==> config.mk <==
export PLATFORM = sky130hd
export DESIGN_NAME = program_loader
export DESIGN_NICKNAME = d
export VERILOG_FILES = /design/src/rtl/kgp_loader_pkg.sv /design/src/rtl/program_loader_byte_packer.sv /design/src/rtl/program_loader.sv
export SDC_FILE = /design/constraint.sdc
export NUM_CORES = 1
export LEC_CHECK = 0
export CORE_MARGIN = 10
export CORE_UTILIZATION = 47
export DETAILED_ROUTE_END_ITERATION = 16
export PLACE_DENSITY = 0.74
export SLEW_MARGIN = 20
export SYNTH_ARGS = -nofsm -noshare
export SYNTH_HDL_FRONTEND = slang
export SYNTH_SLANG_ARGS = --single-unit
==> constraint.sdc <==
create_clock -name clk -period 3.6 [get_ports clk]
set_input_delay 0.72 -clock clk [delete_from_list [all_inputs] [get_ports clk]]
set_output_delay 0.72 -clock clk [all_outputs]
set_load 0.03 [all_outputs]
==> src/rtl/kgp_loader_pkg.sv <==
// Shared types and constants for the boot-time program loader.
// State encoding, byte order and the default image-size limit.
package kgp_loader_pkg;

  typedef enum logic [2:0] {
    LEN_LO,
    LEN_HI,
    DATA,
    CHECK,
    DONE,
    ERROR
  } state_t;

  // First byte of a word lands in bits [7:0].
  localparam bit BYTE_ORDER_LE = 1'b1;

  localparam int DEFAULT_MAX_WORDS = 1024;

endpackage

==> src/rtl/program_loader_byte_packer.sv <==
// Packs accepted bytes into 32-bit words, one byte per cycle.
// word_valid pulses for one cycle the cycle after the 4th byte.
module byte_packer
  import kgp_loader_pkg::*;
(
  input  logic        clk,
  input  logic        rst,
  input  logic        in_valid,
  input  logic [7:0]  in_data,
  output logic        last_byte,
  output logic        word_valid,
  output logic [31:0] word
);

  logic [1:0]  cnt;
  logic [23:0] sh;

  assign last_byte = (cnt == 2'd3);

  // Shift bytes in and emit the completed word with a strobe.
  always_ff @(posedge clk or posedge rst) begin
    if (rst) begin
      cnt        <= 2'd0;
      sh         <= 24'd0;
      word_valid <= 1'b0;
      word       <= 32'd0;
    end else begin
      word_valid <= 1'b0;
      if (in_valid) begin
        cnt <= cnt + 2'd1;
        if (last_byte) begin
          word_valid <= 1'b1;
          word <= BYTE_ORDER_LE ? {in_data, sh}
                                : {sh, in_data};
        end else begin
          sh <= BYTE_ORDER_LE ? {in_data, sh[23:8]}
                              : {sh[15:0], in_data};
        end
      end
    end
  end

endmodule

==> src/rtl/program_loader.sv <==
// Loads a length-prefixed byte stream into instruction memory.
// Trailing XOR checksum when PROGRAM_LOADER_CHECKSUM_EN is defined.
module program_loader
  import kgp_loader_pkg::*;
#(
  parameter int MAX_WORDS  = DEFAULT_MAX_WORDS,
  parameter int ADDR_WIDTH = 32
) (
  input  logic                  clk,
  input  logic                  rst,
  input  logic                  rx_valid,
  input  logic [7:0]            rx_data,
  output logic                  rx_ready,
  output logic                  imem_wren,
  output logic [ADDR_WIDTH-1:0] imem_addr,
  output logic [31:0]           imem_wdata,
  output logic                  cpu_rst,
  output logic                  done,
  output logic                  error
);

  localparam logic [16:0] MAXW = 17'(MAX_WORDS);

  state_t      state;
  logic [7:0]  len_lo;
  logic [15:0] left;
  logic [15:0] idx;
  logic [15:0] n;
  logic        acc;
  logic        pk_valid;
  logic        last_byte;
  logic        word_valid;
  logic [31:0] word;
`ifdef PROGRAM_LOADER_CHECKSUM_EN
  logic [7:0]  csum;
`endif

  assign acc      = rx_valid && rx_ready;
  assign n        = {rx_data, len_lo};
  assign pk_valid = acc && (state == DATA);

  byte_packer u_packer (
    .clk        (clk),
    .rst        (rst),
    .in_valid   (pk_valid),
    .in_data    (rx_data),
    .last_byte  (last_byte),
    .word_valid (word_valid),
    .word       (word)
  );

  assign imem_wren  = word_valid;
  assign imem_wdata = word;
  assign imem_addr  = ADDR_WIDTH'({14'd0, idx, 2'b00});
  assign cpu_rst    = !done;

  // Load FSM; the final word's write strobe precedes done.
  always_ff @(posedge clk or posedge rst) begin
    if (rst) begin
      state    <= LEN_LO;
      rx_ready <= 1'b1;
      done     <= 1'b0;
      error    <= 1'b0;
      len_lo   <= 8'd0;
      left     <= 16'd0;
      idx      <= 16'd0;
`ifdef PROGRAM_LOADER_CHECKSUM_EN
      csum     <= 8'd0;
`endif
    end else begin
      if (word_valid) idx <= idx + 16'd1;
`ifdef PROGRAM_LOADER_CHECKSUM_EN
      if (acc && state != CHECK) csum <= csum ^ rx_data;
`endif
      unique case (state)
        LEN_LO: begin
          if (acc) begin
            len_lo <= rx_data;
            state  <= LEN_HI;
          end
        end
        LEN_HI: begin
          if (acc) begin
            if ({1'b0, n} > MAXW) begin
              state    <= ERROR;
              error    <= 1'b1;
              rx_ready <= 1'b0;
            end else if (n == 16'd0) begin
`ifdef PROGRAM_LOADER_CHECKSUM_EN
              state    <= CHECK;
`else
              state    <= DONE;
              done     <= 1'b1;
              rx_ready <= 1'b0;
`endif
            end else begin
              state <= DATA;
              left  <= n;
            end
          end
        end
        DATA: begin
          if (acc && last_byte) begin
            left <= left - 16'd1;
            if (left == 16'd1) begin
`ifdef PROGRAM_LOADER_CHECKSUM_EN
              state    <= CHECK;
`else
              state    <= DONE;
              rx_ready <= 1'b0;
`endif
            end
          end
        end
        CHECK: begin
          if (acc) begin
            rx_ready <= 1'b0;
`ifdef PROGRAM_LOADER_CHECKSUM_EN
            if (rx_data == csum) begin
              state <= DONE;
              done  <= 1'b1;
            end else begin
              state <= ERROR;
              error <= 1'b1;
            end
`else
            state <= ERROR;
            error <= 1'b1;
`endif
          end
        end
        DONE: begin
          done     <= 1'b1;
          rx_ready <= 1'b0;
        end
        ERROR: begin
          error    <= 1'b1;
          rx_ready <= 1'b0;
        end
        default: begin
          state    <= ERROR;
          rx_ready <= 1'b0;
        end
      endcase
    end
  end

endmodule

# After elaboration in Yosys (flattened, before gate mapping)

Index checks and enable logic that the tools add are counted.

Output and inout bits: 69
Register bits: 105
Input port bits: 11

Add/subtract/negate cells: 3
Equal/unequal tests: 17
Magnitude comparators: 1
Bitwise logic cells: 3
Muxes and demuxes: 30
Reductions and logical operators: 18

Operators by type and width:

| operator                                                                 | count |
|---|---|
| 16-bit two-way mux                                                       | 4 |
| 16-bit case mux with 2 select lines                                      | 1 |
| 3-bit two-way mux                                                        | 7 |
| 16-bit by 1-bit adder with 16-bit output (second input constant)         | 1 |
| 16-bit by 1-bit == test with 1-bit output (second input constant)        | 1 |
| 16-bit by 11-bit > comparator with 1-bit output (second input constant)  | 1 |
| 16-bit logical NOT                                                       | 1 |
| 16-bit by 1-bit subtractor with 16-bit output (second input constant)    | 1 |
| 3-bit case mux with 5 select lines                                       | 1 |
| 1-bit two-way mux                                                        | 14 |
| 2-bit inequality test (second input constant)                            | 7 |
| 6-bit AND reduction                                                      | 2 |
| 4-bit AND reduction                                                      | 2 |
| 3-bit by 2-bit == test with 1-bit output (second input constant)         | 2 |
| 3-bit == test (second input constant)                                    | 2 |
| 2-bit AND reduction                                                      | 3 |
| 5-bit AND reduction                                                      | 1 |
| 2-bit by 1-bit inequality test with 1-bit output (second input constant) | 2 |
| 1-bit case mux with 4 select lines                                       | 1 |
| 2-bit nonzero test                                                       | 2 |
| 3-bit by 1-bit == test with 1-bit output (second input constant)         | 1 |
| 1-bit logical AND                                                        | 3 |
| 3-bit logical NOT                                                        | 1 |
| 3-bit inequality test (second input constant)                            | 1 |
| 8 further kinds                                                          | 10 |

# Depth between registers and ports, before layout

Depth in word-level cells: 5
Gate-level depth with buffers: 9

# By module

Synthesis repeated with hierarchy kept, for this count alone.

Cell total of the unflattened synthesis: 405
Area, all modules: 5031.1 µm²

Modules (own cells, without submodules):

| module         | cells each | times used | area an instance (µm²) | sequential area each (µm²) |
|---|---|---|---|---|
| program_loader | 277        | 1          | 2696.3                 | 1152.4 |
| byte_packer    | 128        | 1          | 2334.7                 | 1476.4 |

# Worst setup path before layout

OpenSTA, ideal clock, no wires.

Path kind: input-to-reg
Start point: input rx_data[7]
End point: register left[1]
Slack: 1.193 ns
Data required time: 3.521 ns
Arrival: 2.328 ns
Setup time: 0.079 ns
Cell stages on the path: 7
Path through: or3_4 -> or3_4 -> o41ai_4 -> or2_1 -> buf_4 -> buf_6 -> mux2i_1

Longest elaborated chain between the ends: 3
Elaborated cells on any way between the ends: 5
Classes of those cells: 1 x order compare; 2 x eq/ne; 2 x reduce/logical

RTL lines:

| what                                                                                  | RTL line                                   | RTL |
|---|---|---|
| from (decl)                                                                           | program_loader.sv:12                       | `input logic [7:0] rx_data,` |
| 16-bit by 11-bit > comparator with 1-bit output or 16-bit logical NOT (tied branches) | program_loader.sv:84, program_loader.sv:88 |  |
| 2-bit inequality test (no source line)                                                | n/a                                        |  |
| 5-bit AND reduction (no source line) (*)                                              | n/a                                        |  |
| to (signal assigned)                                                                  | program_loader.sv:98                       | `left <= n;` |
| to (signal assigned)                                                                  | program_loader.sv:104                      | `left <= left - 16'd1;` |
| to (decl)                                                                             | program_loader.sv:26                       | `logic [15:0] left;` |

Mark *: on every way between the ends. The rest lies on a longest branch, timed or not.
A chain may end at the register's enable or synchronous reset.

# Worst setup path after layout

Ends and elaborated chain as after synthesis.

==> results.ini <==
[cells_and_area]
final_cell_mix=dfrtp_1 (104), mux2_2 (67), clkdlybuf4s50_1 (63)
fill_cells=810
synthToLayoutAreaGrowth_pct=19.04
drive_gt1_share_pct=22.63
antennaDiodeCount=0
final_common_cell=dfrtp_1
fin_nets=474

[route]
drc_errors=0
totalWireLength_mm=9.965
vias=3243
wl_per_cell_um=16.69
vias_per_cell=5.432
drtPass1Iterations=4
first_iter_violations=191
ant_nets=0

[grt]
grt_usage_pct=13.77
met1_usage_pct=16.85
use_met3_pct=4.141
grt_max_degree=63
met2_usage_pct=22.62
grt_pass1_wl_mm=16.62
grt-busiest-layer=met2
overflow=0
antenna_found_initial=0
grt_pass1_vias=3352

[cts]
cts_resized=0
hold_buffers=0
clockBufferDepth=2
root_buffer=clkbuf_8
cts_tree=built
postCtsSetupBuffers=0
clkLatencyLatePin_ps=380
clock-sinks=105
clk_pin_slew_worst_paths_ps=100
htreeDepth=3
cts_buffers=9

[pwr]
cell_internal_pwr_uw=1463
p_switching_uw=491.1
power_density_nw_per_um2=342.1
leakagePower_uw=0.002712
p_seq_share_pct=60.3
peakVddDrop_mv=0.1810
finalPower_uw=1954
pwr-share-clk_pct=35.9
sw_frac_of_total_pct=25.14
pwr-share-comb_pct=3.8

[run_status]
status=finished clean

[synthesis]
yosys.area_share.adder_pct=1.043
avgSynthCellArea_um2=12.09
ys_types=55
synthXorXnorAreaFrac_pct=2.920
ys_warn_count=0
synth-compound-area-share_pct=8.110
synth_top_family_by_area=multiplexers
yosysSeqAreaShare_pct=54.78
muxShareOfSynthArea_pct=16.17
synthSimpleGateAreaFrac_pct=11.92
synth_flop_cell=dfrtp_1
async_reset_ff_share_pct=100.0
syn_inst=397
synth_edf_count=0
ys_ff_latch=105
syn_area_um2=4798

[die]
start_util_pct=48.64
io_pins=80
die_area_um2=14650
die_y_um=121.0
fp-row-count=36
core_area_um2=9864
chipWidth_um=121.0

[critical_path]
path_class=in2reg
reg2reg_slack_ps=1160
cp_common_cell=or3_4
end_kind=register
path_buf_inv=1
slowest_delay_ps=500
crit_family=simple AND/OR/NAND/NOR gates
rr_worst_depth=5
worst-path-stages=6
cp_max_fo=14
cp.arrival_ps=3010
crit_slowest_cell=or2_1
startpoint_type=primary input
path_cells=clkdlybuf4s50_1 > or3_4 > or3_4 > o41ai_4 > or2_1 > mux2i_1
r2r-start=state[1]$_DFFE_PP0P_
cp.required_ps=3890
regToRegEndpoint=u_packer.sh[17]$_DFFE_PP0P_

[timing]
max_slew_margin_pct=41.89
hold_violations=0
finalSetupViolations=0
period_minus_slack_ps=2715
max_freq_ghz=0.3684
worst_slew_pin_slew_ps=871.6
fin_crit_sh_pct=75.41
layout_setup_ws_ps=885.2
final.setup_skew_ps=11.56
rsz0062_at_grt=false
finalSetupTns_ps=0
slew_violations=0

[placed_design]
gp_congestion=0.8110
numPortBuffers=63
place_hpwl_mm=7.143
pre_cts_ws_ps=516.3

[worst_hold_path]
min_to=idx[15]$_DFFE_PP0P_
hold_path_startpoint=idx[15]$_DFFE_PP0P_
hold_path_depth=1
hold_path.class=reg2reg

[job]
max-cap-violations=0

==> state kept, by name (all words and copies together) (netlist names) <==
name	cells
state	3
u_packer.sh	24
u_packer.word_valid	1
u_packer.word	32
u_packer.cnt	2
rx_ready	1
done	1
len_lo	8
left	16
idx	16
error	1
==> cell type report <==
class | count | area, um2 | share of cell area, %
inverter | 8 | 32.53 | 0.5696
clock inverter | 6 | 60.06 | 1.051
sequential | 105 | 2629 | 46.02
clock buffer | 10 | 127.6 | 2.234
tap | 133 | 166.4 | 2.913
timing repair buffer | 71 | 703.2 | 12.31
multi-input combinational | 264 | 1993 | 34.90
==> worst max path at each step <==
stage,from,endpoint,slack [ps]
6_report,rx_data[7],left[1]$_DFFE_PP0P_,890
5_1_grt,rx_data[0],left[1]$_DFFE_PP0P_,750
4_1_cts,rx_data[7],left[1]$_DFFE_PP0P_,910
3_5_place_dp,rx_data[7],left[1]$_DFFE_PP0P_,520
3_3_place_gp,rx_data[7],left[1]$_DFFE_PP0P_,570
2_1_floorplan,rst,done$_DFFE_PP0P_,120
==> cells by family (layout without fill, tap and decap cells) <==
group	count (synthesis)	count (layout)
xor gates and xnor gates	16	16
and+or+nand+nor	109	109
AOI/OAI and AO/OA	50	50
adders and majority gates	4	4
other	1	16
buffers and inverters	43	95
DFF	105	105
muxes	69	69
==> stage by stage <==
stage | instance area [um2] | hold slack (ps) | util, % | cells
final | 5712 | 484.2 | 57.90 | 597
after CTS | 5712 | 487.0 | 57.90 | 597
after global placement | 5524 | 454.5 | 56.00 | 581
after floorplan | 4855 | 448.0 | - | 412
after detailed placement | 5524 | 471.2 | 56.00 | 581
after global routing | 5712 | 496.7 | 57.90 | 597
==> synth_stat cells (4+ instances only) <==
| cell type | count | area [um2] |
|---|---|---|
| dfrtp_1 | 104 | 2603 |
| mux2_2 | 67 | 754.5 |
| nor2_1 | 33 | 123.9 |
| nor3_1 | 18 | 90.09 |
| buf_4 | 17 | 127.6 |
| nand2_1 | 13 | 48.80 |
| clkbuf_1 | 9 | 33.78 |
| a31oi_1 | 8 | 50.05 |
| xnor2_1 | 8 | 70.07 |
| xor2_1 | 8 | 70.07 |
| inv_1 | 7 | 26.28 |
| nand3_1 | 7 | 35.03 |
| nor4_1 | 7 | 43.79 |
| o22a_1 | 7 | 61.31 |
| a21oi_1 | 6 | 30.03 |
| o31ai_1 | 6 | 45.04 |
| buf_2 | 5 | 25.02 |
| a41oi_1 | 4 | 35.03 |
| and3_1 | 4 | 25.02 |
| ha_1 | 4 | 50.05 |
| nand4_1 | 4 | 25.02 |
==> power groups by stage <==
stage	logic, uW	registers [uW]	clock network, uW
2_1_floorplan	59.2	1200	0
3_3_place_gp	73.9	1200	0
3_5_place_dp	75.3	1200	0
4_1_cts	75.7	1180	721
5_1_grt	82.0	1180	769
6_report	74.7	1180	700
==> per-layer routing <==
metal	vias to the layer above	share of wire, %
met5	-	0
met4	0	1.3
met3	14	7.2
met2	100	49
met1	1620	43
li1	1509	-
Power figures use the tool's default switching activity.
